**config.mk**
```make
export PLATFORM = sky130hd
export DESIGN_NAME = alu_pipe
export DESIGN_NICKNAME = d
export VERILOG_FILES = /design/src/rtl/alu_pipe_pkg.sv /design/src/rtl/alu_mul_iter.sv /design/src/rtl/alu_pipe.sv
export SDC_FILE = /design/constraint.sdc
export NUM_CORES = 1
export LEC_CHECK = 0
export BUFFER_PORTS_ARGS = -buffer_cell sky130_fd_sc_hd__buf_2
export CAP_MARGIN = 10
export CELL_PAD_IN_SITES_DETAIL_PLACEMENT = 1
export CELL_PAD_IN_SITES_GLOBAL_PLACEMENT = 2
export CORE_MARGIN = 3
export CORE_UTILIZATION = 33
export CTS_CLUSTER_DIAMETER = 100
export DETAILED_ROUTE_END_ITERATION = 16
export MAX_ROUTING_LAYER = met4
export PLACE_DENSITY = 0.87
export SLEW_MARGIN = 15
export SYNTH_ARGS = -nofsm -noshare
export SYNTH_HDL_FRONTEND = slang
export SYNTH_SLANG_ARGS = --single-unit
```
**constraint.sdc**
```tcl
create_clock -name clk -period 4.8 [get_ports clk]
set_clock_uncertainty 0.2 [all_clocks]
set_input_delay 0.72 -clock clk [delete_from_list [all_inputs] [get_ports clk]]
set_output_delay 0.72 -clock clk [all_outputs]
set_load 0.01 [all_outputs]
```
**src/rtl/alu_pipe_pkg.sv**
```systemverilog
// alu_pipe_pkg: shared definitions for the pipelined execute ALU.
// Opcode constants keep the original single-cycle ALU encodings (ADD..SW)
// and extend them upward; FSM state encodings are fixed at IDLE=0, MUL=1,
// HOLD=2 so that external checkers can decode dbg_state.
// Optional feature macro: ALU_OVF_EN (see alu_pipe.sv).
package alu_pipe_pkg;

  localparam int DSIZE_DEF = 32;

  localparam logic [3:0] OP_ADD  = 4'd0;
  localparam logic [3:0] OP_MUL  = 4'd1;
  localparam logic [3:0] OP_ADDI = 4'd2;
  localparam logic [3:0] OP_LW   = 4'd3;
  localparam logic [3:0] OP_SW   = 4'd4;
  localparam logic [3:0] OP_BNE  = 4'd5;
  localparam logic [3:0] OP_SUB  = 4'd6;
  localparam logic [3:0] OP_AND  = 4'd7;
  localparam logic [3:0] OP_OR   = 4'd8;
  localparam logic [3:0] OP_XOR  = 4'd9;
  localparam logic [3:0] OP_SLL  = 4'd10;
  localparam logic [3:0] OP_SRL  = 4'd11;
  localparam logic [3:0] OP_SLT  = 4'd12;

  typedef enum logic [1:0] {
    ST_IDLE = 2'd0,
    ST_MUL  = 2'd1,
    ST_HOLD = 2'd2
  } state_t;

  // Opcodes 13..15 are undefined.
  function automatic logic op_is_legal(input logic [3:0] op);
    return (op <= OP_SLT);
  endfunction

endpackage

```
**src/rtl/alu_mul_iter.sv**
```systemverilog
// alu_mul_iter: iterative shift-add multiplier.
// Consumes MUL_STEP multiplier bits per cycle; a start pulse loads the
// operands and clears the accumulator, and 'done' is high during the final
// step, when 'product' already holds the finished result (accumulator plus
// the last partial product), so the caller can register it on that edge.
// With ALU_OVF_EN defined the accumulator is 2*DSIZE wide and the upper half
// of the full product is exported on product_hi; otherwise high product bits
// are discarded.
module alu_mul_iter #(
  parameter int DSIZE    = 32,
  parameter int MUL_STEP = 1
) (
  input  logic             clk,
  input  logic             rst,
  input  logic             start,
  input  logic [DSIZE-1:0] a,
  input  logic [DSIZE-1:0] b,
  output logic             busy,
  output logic             done,
`ifdef ALU_OVF_EN
  output logic [DSIZE-1:0] product_hi,
`endif
  output logic [DSIZE-1:0] product
);

`ifdef ALU_OVF_EN
  localparam int ACC_W = 2 * DSIZE;
`else
  localparam int ACC_W = DSIZE;
`endif

  localparam int STEPS = DSIZE / MUL_STEP;
  localparam int CW    = (STEPS > 1) ? $clog2(STEPS) : 1;
  localparam logic [CW-1:0] LAST = CW'(STEPS - 1);

  logic [ACC_W-1:0] acc;
  logic [ACC_W-1:0] mcand;
  logic [DSIZE-1:0] mplier;
  logic [CW-1:0]    cnt;
  logic [ACC_W-1:0] partial;
  logic [ACC_W-1:0] acc_next;

  // Partial product for the low MUL_STEP bits of the remaining multiplier.
  always_comb begin
    partial = '0;
    for (int j = 0; j < MUL_STEP; j++) begin
      if (mplier[j]) partial = partial + (mcand << j);
    end
  end

  assign acc_next = acc + partial;
  assign done     = busy && (cnt == LAST);
  assign product  = acc_next[DSIZE-1:0];
`ifdef ALU_OVF_EN
  assign product_hi = acc_next[ACC_W-1:DSIZE];
`endif

  // Engine registers: load on start, then one step per cycle until done.
  always_ff @(posedge clk) begin
    if (rst) begin
      busy   <= 1'b0;
      cnt    <= '0;
      acc    <= '0;
      mcand  <= '0;
      mplier <= '0;
    end else if (start) begin
      busy   <= 1'b1;
      cnt    <= '0;
      acc    <= '0;
      mcand  <= ACC_W'(a);
      mplier <= b;
    end else if (busy) begin
      acc    <= acc_next;
      mcand  <= mcand << MUL_STEP;
      mplier <= mplier >> MUL_STEP;
      cnt    <= cnt + 1'b1;
      if (done) busy <= 1'b0;
    end
  end

endmodule

```
**src/rtl/alu_pipe.sv**
```systemverilog
// alu_pipe: handshaked EX-stage ALU.
// Single-cycle ops are registered one cycle after acceptance; MUL runs on
// alu_mul_iter for DSIZE/MUL_STEP cycles. out, zero and illegal are always
// written together from the same operation, so zero is never stale.
// Optional feature macro: ALU_OVF_EN adds the registered 'ovf' output.
//
// Handshake: a transfer happens on a rising edge where valid && ready are
// both high, on the input side (in_valid/in_ready) and on the output side
// (out_valid/out_ready) alike. While out_valid && !out_ready the presented
// result (out, zero, illegal, ovf) does not change. in_ready is a function
// of state and out_ready only; it never depends on in_valid.
module alu_pipe
  import alu_pipe_pkg::*;
#(
  parameter int DSIZE    = DSIZE_DEF,
  parameter int MUL_STEP = 1
) (
  input  logic             clk,
  input  logic             rst,
  input  logic             in_valid,
  output logic             in_ready,
  input  logic [3:0]       instr_code,
  input  logic [DSIZE-1:0] a,
  input  logic [DSIZE-1:0] b,
  input  logic [DSIZE-1:0] imm,
  output logic             out_valid,
  input  logic             out_ready,
  output logic [DSIZE-1:0] out,
  output logic             zero,
  output logic             illegal,
  output logic             busy,
`ifdef ALU_OVF_EN
  output logic             ovf,
`endif
  output logic [1:0]       dbg_state
);

  localparam int SHW = $clog2(DSIZE);

  state_t state, state_next;

  logic             accept;
  logic             is_mul;
  logic             mul_start;
  logic             mul_done;
  logic [DSIZE-1:0] mul_prod;
  logic [DSIZE-1:0] add_ab;
  logic [DSIZE-1:0] add_ai;
  logic [DSIZE-1:0] sub_ab;
  logic [DSIZE-1:0] alu_res;
  logic             alu_illegal;
`ifdef ALU_OVF_EN
  logic [DSIZE-1:0] mul_prod_hi;
  logic             alu_ovf;
`endif

  assign is_mul    = (instr_code == OP_MUL);
  assign in_ready  = !rst && (state == ST_IDLE) && (!out_valid || out_ready);
  assign accept    = in_valid && in_ready;
  assign mul_start = accept && is_mul;
  assign dbg_state = state;

  assign add_ab = a + b;
  assign add_ai = a + imm;
  assign sub_ab = a - b;

  alu_mul_iter #(
    .DSIZE    (DSIZE),
    .MUL_STEP (MUL_STEP)
  ) u_mul (
    .clk        (clk),
    .rst        (rst),
    .start      (mul_start),
    .a          (a),
    .b          (b),
    .busy       (busy),
    .done       (mul_done),
`ifdef ALU_OVF_EN
    .product_hi (mul_prod_hi),
`endif
    .product    (mul_prod)
  );

  // Single-cycle operation mux; undefined opcodes yield 0 and flag illegal.
  always_comb begin
    alu_res     = '0;
    alu_illegal = !op_is_legal(instr_code);
    case (instr_code)
      OP_ADD:                  alu_res = add_ab;
      OP_ADDI, OP_LW, OP_SW:   alu_res = add_ai;
      OP_BNE, OP_SUB:          alu_res = sub_ab;
      OP_AND:                  alu_res = a & b;
      OP_OR:                   alu_res = a | b;
      OP_XOR:                  alu_res = a ^ b;
      OP_SLL:                  alu_res = a << b[SHW-1:0];
      OP_SRL:                  alu_res = a >> b[SHW-1:0];
      OP_SLT:                  alu_res = ($signed(a) < $signed(b)) ? DSIZE'(1) : '0;
      default:                 alu_res = '0;
    endcase
  end

`ifdef ALU_OVF_EN
  // Signed overflow of the add/subtract ops; all other single-cycle ops 0.
  always_comb begin
    alu_ovf = 1'b0;
    case (instr_code)
      OP_ADD:
        alu_ovf = (a[DSIZE-1] == b[DSIZE-1]) && (add_ab[DSIZE-1] != a[DSIZE-1]);
      OP_ADDI, OP_LW, OP_SW:
        alu_ovf = (a[DSIZE-1] == imm[DSIZE-1]) && (add_ai[DSIZE-1] != a[DSIZE-1]);
      OP_BNE, OP_SUB:
        alu_ovf = (a[DSIZE-1] != b[DSIZE-1]) && (sub_ab[DSIZE-1] != a[DSIZE-1]);
      default:
        alu_ovf = 1'b0;
    endcase
  end
`endif

  // Output register: a new completion wins over consumption, so a result
  // taken on the same edge as a new accept is replaced rather than dropped.
  always_ff @(posedge clk) begin
    if (rst) begin
      out       <= '0;
      zero      <= 1'b0;
      illegal   <= 1'b0;
      out_valid <= 1'b0;
`ifdef ALU_OVF_EN
      ovf       <= 1'b0;
`endif
    end else if (accept && !is_mul) begin
      out       <= alu_res;
      zero      <= (alu_res == '0);
      illegal   <= alu_illegal;
      out_valid <= 1'b1;
`ifdef ALU_OVF_EN
      ovf       <= alu_ovf;
`endif
    end else if (mul_done) begin
      out       <= mul_prod;
      zero      <= (mul_prod == '0);
      illegal   <= 1'b0;
      out_valid <= 1'b1;
`ifdef ALU_OVF_EN
      ovf       <= |mul_prod_hi;
`endif
    end else if (out_ready) begin
      out_valid <= 1'b0;
    end
  end

  // FSM state register.
  always_ff @(posedge clk) begin
    if (rst) state <= ST_IDLE;
    else     state <= state_next;
  end

  // FSM next state: MUL while the engine runs, HOLD while a result stalls.
  always_comb begin
    state_next = state;
    case (state)
      ST_IDLE: begin
        if (mul_start)                    state_next = ST_MUL;
        else if (out_valid && !out_ready) state_next = ST_HOLD;
      end
      ST_MUL: begin
        if (mul_done) state_next = ST_IDLE;
      end
      ST_HOLD: begin
        if (out_ready) state_next = ST_IDLE;
      end
      default: state_next = ST_IDLE;
    endcase
  end

endmodule

```
# After elaboration in Yosys (flattened, before gate mapping)
# Cells that the tools add are included.
[totals]
reg_bits = 139
inputBits = 104
output_inout_bits = 39
word_cells = 88
[classes]
n_addsub = 5
magnitude_cmp = 2
eq_ne = 18
shifts = 2
n_mux = 24
bitwise_logic = 3
reduce_logical = 24
[ops]
columns = ["operator", "n"]
rows = [
  ["$pmux W32 S9", 1],
  ["$mux W32", 7],
  ["$add A32 B32 Y32", 3],
  ["$logic_not A32 Y1", 2],
  ["$and A32 B32 Y32", 1],
  ["$lt A32 B32 Y1", 1],
  ["$or A32 B32 Y32", 1],
  ["$shl A32 B5 Y32", 1],
  ["$shr A32 B5 Y32", 1],
  ["$sub A32 B32 Y32", 1],
  ["$xor A32 B32 Y32", 1],
  ["$eq A4 B4 Y1 const B", 5],
  ["$eq A4 B3 Y1 const B", 4],
  ["$mux W1", 11],
  ["$eq A4 B2 Y1 const B", 2],
  ["$mux W2", 4],
  ["$logic_and A1 B1 Y1", 7],
  ["$pmux W2 S3", 1],
  ["$add A5 B1 Y5 const B", 1],
  ["$eq A5 B5 Y1 const B", 1],
  ["$logic_not A1 Y1", 5],
  ["$eq A4 B1 Y1 const B", 1],
  ["$le A4 B4 Y1 const B", 1],
  ["$logic_not A4 Y1", 1],
  ["other kinds (11)", 14],
]

# Depth between registers and ports, before layout
# Gate-level depths: netlist of run 1.
[depth]
word_depth = 7
ltp_mapped = 21
mapped_depth_nobuf = 19

# Modules after synthesis
# From an unflattened synthesis of run 1, not the netlist that was laid out.
[unflattened]
cells_unflattened = 2456
area_unflattened_um2 = 18447.7
[modules_own_cells]
columns = ["mod", "n_inst", "cells_per_inst", "area_per_inst_um2", "seq_area_each_um2"]
rows = [
  ["alu_pipe", 1, 1676, 12169.2, 740.7],
  ["alu_mul_iter", 1, 780, 6278.5, 2042.0],
]

# Worst setup path after synthesis of run 1
# Ideal clock, no wire load.
[synth_path]
path_kind = "in2reg"
start = "input instr_code[0]"
end = "register zero"
setup_ns = 0.062
arrival_time_ns = 4.661
t_required_ns = 4.538
slack_ns = -0.123
path_stages = 20
n_path_buf = 2
path_cell_list = "clkbuf_1 -> nor2_1 -> mux2i_1 -> nor2_1 -> clkbuf_1 -> nand2_1 -> o21ai_0 -> ha_1 -> a21oi_1 -> nor2_1 -> a2111oi_1 -> nand3_1 -> a21boi_1 -> mux2i_1 -> o211ai_1 -> nor4_1 -> nand4b_1 -> nor4_1 -> nand4b_1 -> nand3_1"
[synth_between]
elab_chain_cells = 5
word_cells_on_any_way = 21
cone_classes = "12 x eq/ne; 2 x mux; 7 x reduce/logical"
[synth_rtl]
columns = ["element", "line", "source"]
rows = [
  ["start, declared", "alu_pipe.sv:22", "input logic [3:0] instr_code,"],
  ["$eq A4 B2 Y1 or $eq A4 B3 Y1 (tied branches)", "alu_pipe.sv:88", "case (instr_code)"],
  ["$reduce_or A3 Y1 or $reduce_or A2 Y1 (tied branches)", "alu_pipe.sv:88", ""],
  ["$pmux W32 S9", "alu_pipe.sv:88", ""],
  ["$logic_not A32 Y1", "alu_pipe.sv:132", "zero <= (alu_res == '0);"],
  ["$mux W1", "alu_pipe.sv:130", "end else if (accept && !is_mul) begin"],
  ["end signal, assigned", "alu_pipe.sv:132", ""],
  ["end signal, assigned", "alu_pipe.sv:140", "zero <= (mul_prod == '0);"],
  ["end, declared", "alu_pipe.sv:29", "output logic zero,"],
]
# Several ways; a longest one is shown, not always the timed one.
# A chain may end at the register's enable or synchronous reset.

# Worst setup path in the final report of run 1
[layout_path]
start = "input a[21]"
end = "register zero"
[layout_between]
elab_chain_cells = 5
word_cells_on_any_way = 13
cone_classes = "3 x add/sub; 1 x order compare; 2 x shift; 3 x mux; 3 x bitwise; 1 x reduce/logical"
[layout_rtl]
columns = ["element", "line", "source"]
rows = [
  ["start, declared", "alu_pipe.sv:23", "input logic [DSIZE-1:0] a,"],
  ["$lt A32 B32 Y1", "alu_pipe.sv:97", "OP_SLT: alu_res = ($signed(a) < $signed(b)) ? DSIZE'(1) : '0;"],
  ["$mux W1", "alu_pipe.sv:97", ""],
  ["$pmux W32 S9 *", "alu_pipe.sv:88", ""],
  ["$logic_not A32 Y1 *", "alu_pipe.sv:132", ""],
  ["$mux W1 *", "alu_pipe.sv:130", ""],
]
# Mark *: on every way between the ends. The rest lies on a longest branch, timed or not.

==> impl_metrics.yaml, run 1 <==
run_status:
  status: "complete, no violations"
final_layout:
  post-route-util: 0.428
  drive_gt1_frac: 0.251
  final_nets: 2905
  fin_cells: 3319
  nFillCells: 6309
  area_delta_synth_final_pct: 26.9
worst_setup_path:
  worst_path_largest_cell_delay_ns: 0.96
  r2r_start: "u_mul.mplier[0]"
  rrSetupSlack_ns: 0.22
  crit_family: "simple AND/OR/NAND/NOR gates"
  critPathRequiredTime_ns: 5.02
  worstPathMaxFanout: 5
  slowest_stage: "nor4_1"
  path_class: "in -> reg"
  critPathCaptureType: "register"
  setup.worst_path.start_class: "input port"
  r2r-end: "zero"
  worstPathArrival_ns: 4.91
  path_depth: 14
  path_buf_inv: 3
  rr_worst_depth: 13
  cp_cell_sequence: "buf_2, inv_1, ha_1, nor4_1, or4b_1, a21oi_1, buf_4, o41ai_1, or3b_4, nor4b_4, nand4_1, nor4_4, nand4b_1, nand3_1"
power:
  p_per_area_nw_per_um2: 218
  p_leak_nw: 9.36
  ir_drop_uv: 288
yosys:
  ys_seq_area_frac: 0.163
  synthAdderAreaFrac: 0.127
  ys_ff_latch: 139
  syn-instance-count: 2247
  synth_top_cell_area_share: 0.163
  synth-compound-area-share: 0.255
  synth_mux_area_frac: 0.155
  synth_edf_count: 0
  syn_nets: 2522
  syn_avg_cell_area_um2: 7.59
  ys_types: 98
  synth_top_flop_cell: "dfxtp_1"
  synthTopCellsByArea: "dfxtp_1, ha_1, mux2i_1"
  synth_top_family_by_area: "compound AO/OA/AOI/OAI gates"
  ys_async_sr_fraction: 0
  synth_xor_area_frac: 0.0370
  ys_warn_count: 0
  netlist.top_cell.by_area: "dfxtp_1"
  synthSimpleGateAreaFrac: 0.204
  syn_area_um2: 17100
grt:
  antenna_found_initial: 2
  grt-ovfl-total: 0
  gr-usage-all-layers: 0.343
  grt_pass1_wl_um: 134000
  grt_max_degree: 107
  grt_pass1_vias: 20200
floorplanning:
  die_width_um: 233
  rows: 82
  fp.dieArea_um2: 54500
  die_y_um: 233
  io-pin-count: 143
  start_util: 0.337
  core-area_um2: 50600
clocking:
  clockBufferDepth: 2
  cts_tree: "built"
  clkTransAtPathRegs_ns: 0.07
  clk_latency_ns: 0.49
  htree_levels: 4
  cts_made_buffers: 17
  cts-root-buf: "clkbuf_16"
  cts_sinks: 139
hold_path:
  holdPathEnd: "dbg_state[1]"
  hold_class: "in -> reg"
  min_from: "out_ready"
  hold_depth: 2
routing:
  routedWlPerCell_um: 27.8
  drc_errors: 0
  firstDrtPassIters: 9
  routed_wl_um: 92100
  via_count: 20000
  vias_per_cell: 6.03
  postRouteAntennaNets: 0
  drt-initial-drc-count: 1627
placed_design:
  dp_hpwl_um: 75500
  dpl_worst_slack_ns: -0.625
  dp.cells: 3281
  place.gp.congestion: 1.07
  io_buffers: 142
timing:
  hold_viol: 0
  final.setup.worst_slack_ns: 0.106
  finalMaxSlewViolations: 0
  worstMarginPinSlew_ns: 1.19
  whs_ns: 0.212
  fmax_mhz: 213
  max-slew-margin-rel: 0.200
  post-route-min-period_ns: 4.69
  rsz0062_at_grt: "no"
  min_period_over_period: 0.978
  setup_violations: 0
  fin_setup_tns_ns: 0
run:
  max-cap-violations: 0
per-stage QoR:
step | area, µm² | power [mW]
floorplan | 17100 | 2.21
global placement | 20900 | 3.24
detailed placement | 20900 | 3.27
CTS | 21500 | 4.69
global route | 21600 | 4.92
finish | 21600 | 4.73
cells in the final DEF, fill, tap and decap left out, types with 44 or more instances in the layout:
master,n
a211oi_1,105
a21oi_1,141
buf_2,140
buf_4,366
dfxtp_1,138
ha_1,168
inv_1,110
mux2i_1,136
mux4_2,44
nand2_1,206
nor2_1,297
o21ai_0,125
where the power goes:
part | internal [mW] | switching (mW) | total (mW)
Clock | 0.746 | 0.643 | 1.39
Sequential | 1.18 | 0.0264 | 1.21
Combinational | 0.863 | 1.26 | 2.13
cell families (layout without fill, tap and decap cells):
group                    count (synthesis)  in the layout
other                                    0              4
multiplexers                           206            206
flip-flops                             139            139
adder cells (fa/ha/maj)                171            171
XOR/XNOR                                72             72
buffers and inverters                  261            657
AO/OA/AOI/OAI                          644            644
AND/OR/NAND/NOR                        754            754
state kept, by name, summed over array words and instances, names as in the netlist:
register / cells
illegal: 1
zero: 1
u_mul.acc: 32
u_mul.mplier: 32
out_valid: 1
u_mul.busy: 1
u_mul.mcand: 32
u_mul.cnt: 5
dbg_state: 2
out: 32
Yosys cell counts, types with 5 or more instances:
| library cell | n |
|---|---|
| mux4_2 | 44 |
| nand3_1 | 31 |
| xnor2_1 | 42 |
| o2111ai_1 | 6 |
| a41oi_1 | 5 |
| o21bai_1 | 17 |
| a31oi_1 | 18 |
| buf_2 | 10 |
| a311oi_1 | 22 |
| a22oi_1 | 13 |
| nor2b_1 | 16 |
| nor4_1 | 22 |
| o22ai_1 | 20 |
| nand4_1 | 24 |
| nor2_1 | 300 |
| or2_2 | 5 |
| xor2_1 | 30 |
| o21ai_0 | 127 |
| o211a_1 | 5 |
| mux2i_1 | 137 |
| ha_1 | 168 |
| nor3_1 | 30 |
| inv_1 | 110 |
| and2_1 | 38 |
| a221o_1 | 5 |
| or4_1 | 6 |
| a211oi_1 | 107 |
| a221oi_1 | 12 |
| buf_1 | 18 |
| clkbuf_1 | 116 |
| dfxtp_1 | 139 |
| o221ai_1 | 17 |
| nand4b_1 | 5 |
| o211ai_1 | 22 |
| or3_1 | 9 |
| and3_1 | 10 |
| a2111oi_0 | 5 |
| nand2_1 | 206 |
| o21ai_1 | 5 |
| nand2b_1 | 19 |
| nor4b_1 | 5 |
| a21oi_1 | 146 |
| mux2_2 | 22 |
| o31ai_1 | 13 |
| a21o_1 | 25 |
repair_timing:
item | 4_1_cts | 5_1_grt
hold buffers | 0 | 0
setup buffers | 0 | 2
gates resized for setup | 1 | 27
setup endpoints to repair | 1 | 6
pin swaps | 0 | 8
cell type report:
class | count | area, µm² | area share
clock inverter | 14 | 155 | 0.00717
inverter | 112 | 420 | 0.0194
multi-input combinational | 1847 | 13400 | 0.619
tap | 672 | 841 | 0.0388
timing repair buffer | 513 | 3590 | 0.166
antenna | 4 | 10.0 | 0.000462
clock buffer | 18 | 439 | 0.0203
sequential | 139 | 2790 | 0.129
layer usage:
metal | up-vias | GRT usage | share of wire
met5 | - | - | 0
met4 | 0 | 0.132 | 0.041
met3 | 155 | 0.0451 | 0.062
met2 | 812 | 0.544 | 0.46
met1 | 10000 | 0.444 | 0.44
li1 | 9032 | - | -
worst max path at each step:
| stage | startpoint | end | slack [ns] |
|---|---|---|---|
| after global routing | instr_code[0] | zero | 0.009 |
| after global placement | instr_code[0] | zero | -0.53 |
| final | a[21] | zero | 0.11 |
| after floorplan | instr_code[0] | zero | 0.04 |
| after CTS | instr_code[0] | zero | 0.04 |
| after detailed placement | instr_code[0] | zero | -0.63 |
Note: power is estimated with default switching activity, not from simulation.
==> inputs of run 2 (changes only) <==
Settings changed: HOLD_SLACK_MARGIN from default to 0.15, PLACE_DENSITY 0.87 to 0.86, SYNTH_HIERARCHICAL from default to 1.
==> impl_metrics.yaml, run 2 <==
hold_path:
  hold_depth: 2
  holdPathEnd: "dbg_state[1]"
  hold_class: "in -> reg"
  min_from: "out_ready"
yosys:
  ys_types: 89
  synthTopCellsByArea: "dfxtp_1, ha_1, mux2i_1"
  synth_edf_count: 0
  ys_async_sr_fraction: 0
  syn_avg_cell_area_um2: 7.51
  ys_ff_latch: 139
  synth_top_cell_area_share: 0.151
  syn_nets: 2731
  ys_warn_count: 6
  syn-instance-count: 2456
  synth.most_common_cell: "nor2_1"
  synth_top_flop_cell: "dfxtp_1"
  synth_common_cells: "nor2_1, a21oi_1, nand2_1, ha_1, mux2i_1"
  ys_seq_area_frac: 0.151
  syn_area_um2: 18400
  netlist.top_cell.by_area: "dfxtp_1"
worst_setup_path:
  critPathCaptureType: "register"
  rrSetupSlack_ns: 0.44
  worstPathMaxFanout: 3
  setup.worst_path.start_class: "input port"
  crit_top_cell: "or4_1"
  cp_cell_sequence: "buf_2, nor2_2, mux2i_1, nor2_4, o21ai_0, ha_1, fa_1, nand3_1, nand2_1, xor2_1, a2111oi_1, o2111ai_1, or4_1, or4_1, nor2_1, nand4_1, nor4_2, a41o_1"
  critPathRequiredTime_ns: 5.02
  worst_path_largest_cell_delay_ns: 0.50
  path_class: "in -> reg"
  r2r_start: "u_mul/mplier[0]"
  slowest_stage: "or4_1"
  rr_worst_depth: 17
  r2r-end: "zero"
  worstPathArrival_ns: 4.85
grt:
  antenna_found_initial: 3
  grt_max_degree: 131
  grt_pass1_wl_um: 147000
  grt_pass1_vias: 22100
  grt-ovfl-total: 0
  gr-usage-all-layers: 0.340
timing:
  hold_viol: 0
  min_period_over_period: 0.965
  fmax_mhz: 216
  worstMarginPinSlew_ns: 1.10
  finalMaxSlewViolations: 0
  setup_violations: 0
  post-route-min-period_ns: 4.63
  rsz0062_at_grt: "yes"
  max-slew-margin-rel: 0.256
floorplanning:
  rows: 86
  core-area_um2: 55200
  io-pin-count: 143
  start_util: 0.334
  die_y_um: 242
  die_width_um: 242
  fp.dieArea_um2: 58800
final_layout:
  area_delta_synth_final_pct: 23.0
  post-route-util: 0.411
  antenna_cells: 0
  final_nets: 3042
  nFillCells: 6857
  drive_gt1_frac: 0.227
  final_cell_mix: "buf_4, nor2_1, a21oi_1"
  design_area_um2: 22700
  multi_input_area_um2: 14500
  seqCellArea_um2: 2790
  final_common_cell: "buf_4"
  fin_cells: 3528
clocking:
  clkTransAtPathRegs_ns: 0.06
  clk_latency_ns: 0.50
  cts_sinks: 139
  cts_made_buffers: 17
  ctsHoldBuffers: 0
  clockBufferDepth: 2
  cts-root-buf: "clkbuf_16"
  htree_levels: 4
  cts_tree: "built"
power:
  ir_drop_uv: 289
  p_leak_nw: 9.88
  p_per_area_nw_per_um2: 208
routing:
  drt-initial-drc-count: 2323
  vias_per_cell: 6.15
  routed_wl_um: 99700
  postRouteAntennaNets: 0
  drc_errors: 0
  firstDrtPassIters: 5
  via_count: 21700
  routedWlPerCell_um: 28.2
placed_design:
  dp_hpwl_um: 80500
  io_buffers: 142
  dp.cells: 3496
  place.gp.congestion: 1.09
  placed_cell_area_um2: 22100
run:
  max-cap-violations: 0
run_status:
  status: "complete, no violations"
run 2: cell types whose count changed after synthesis, moves of 18 or more:
cell      previous run  this run
a211oi_1           107        77
buf_2               10        34
clkbuf_1           116       142
mux2i_1            137       166
nand2_1            206       185
nor2_1             300       318
nor2b_1             16        37
a21oi_1            146       198
run 2: worst max path at each step:
stage          endpoint     startpoint  slack (ns)
3_5_place_dp       zero  instr_code[1]       -0.34
5_1_grt            zero  instr_code[1]       -0.04
4_1_cts            zero  instr_code[1]        0.17
2_1_floorplan      zero  instr_code[1]     0.00006
3_3_place_gp       zero  instr_code[1]       -0.25
6_report           zero  instr_code[1]        0.17
run 2: area by class of cell:
cell class | instances | area share
Clock buffer | 17 | 0.0188
Tap cell | 748 | 0.0413
Clock inverter | 15 | 0.00585
Sequential cell | 139 | 0.123
Inverter | 109 | 0.0181
Multi-Input combinational cell | 2015 | 0.641
Timing Repair Buffer | 485 | 0.152
run 2: report_power, final:
part	switching (mW)	internal, mW
Clock	0.646	0.676
Combinational	1.33	0.865
Sequential	0.0227	1.18
Total	2.00	2.72
run 2: critical path: cells and delay by family:
family | cells | cell delay (ns)
simple gates | 9 | 2.12
compound gates | 4 | 0.89
fa+ha+maj | 2 | 0.67
xor+xnor | 1 | 0.18
mux | 1 | 0.13
buf+inv | 1 | 0.12
run 2: through the flow:
stage / setup slack, ns / power, mW / hold WS (ns) / setup TNS, ns
after global routing: -0.0446 / 4.92 / 0.215 / -0.0446
after CTS: 0.170 / 4.69 / 0.190 / 0
after floorplan: 0.0000573 / 2.28 / 0.256 / 0
final: 0.169 / 4.72 / 0.226 / 0
after detailed placement: -0.338 / 3.34 / 0.287 / -1.01
after global placement: -0.247 / 3.31 / 0.275 / -0.553
run 2: logic make-up (layout without fill, tap and decap cells):
kind of cell               after synthesis  count (layout)  share of synthesized area
adders and majority gates              171             171                      0.117
AOI/OAI and AO/OA                      729             729                      0.262
buffers and inverters                  302             626                     0.0652
DFF                                    139             139                      0.151
muxes                                  245             245                      0.167
and+or+nand+nor                        795             795                      0.202
xor gates and xnor gates                75              75                     0.0356
run 2: timing repair:
item	4_1_cts	5_1_grt
hold endpoints to repair	0	0
buffers inserted	0	0
endpoints found under the setup margin	0	3
resized for setup	0	10
run 2: layer usage:
metal  track usage  up-vias  share of wire
li1              -     9663              -
met1         0.429    10800           0.43
met2         0.532     1001           0.45
met3        0.0567      219          0.072
met4         0.156        0          0.053
met5             -        -              0
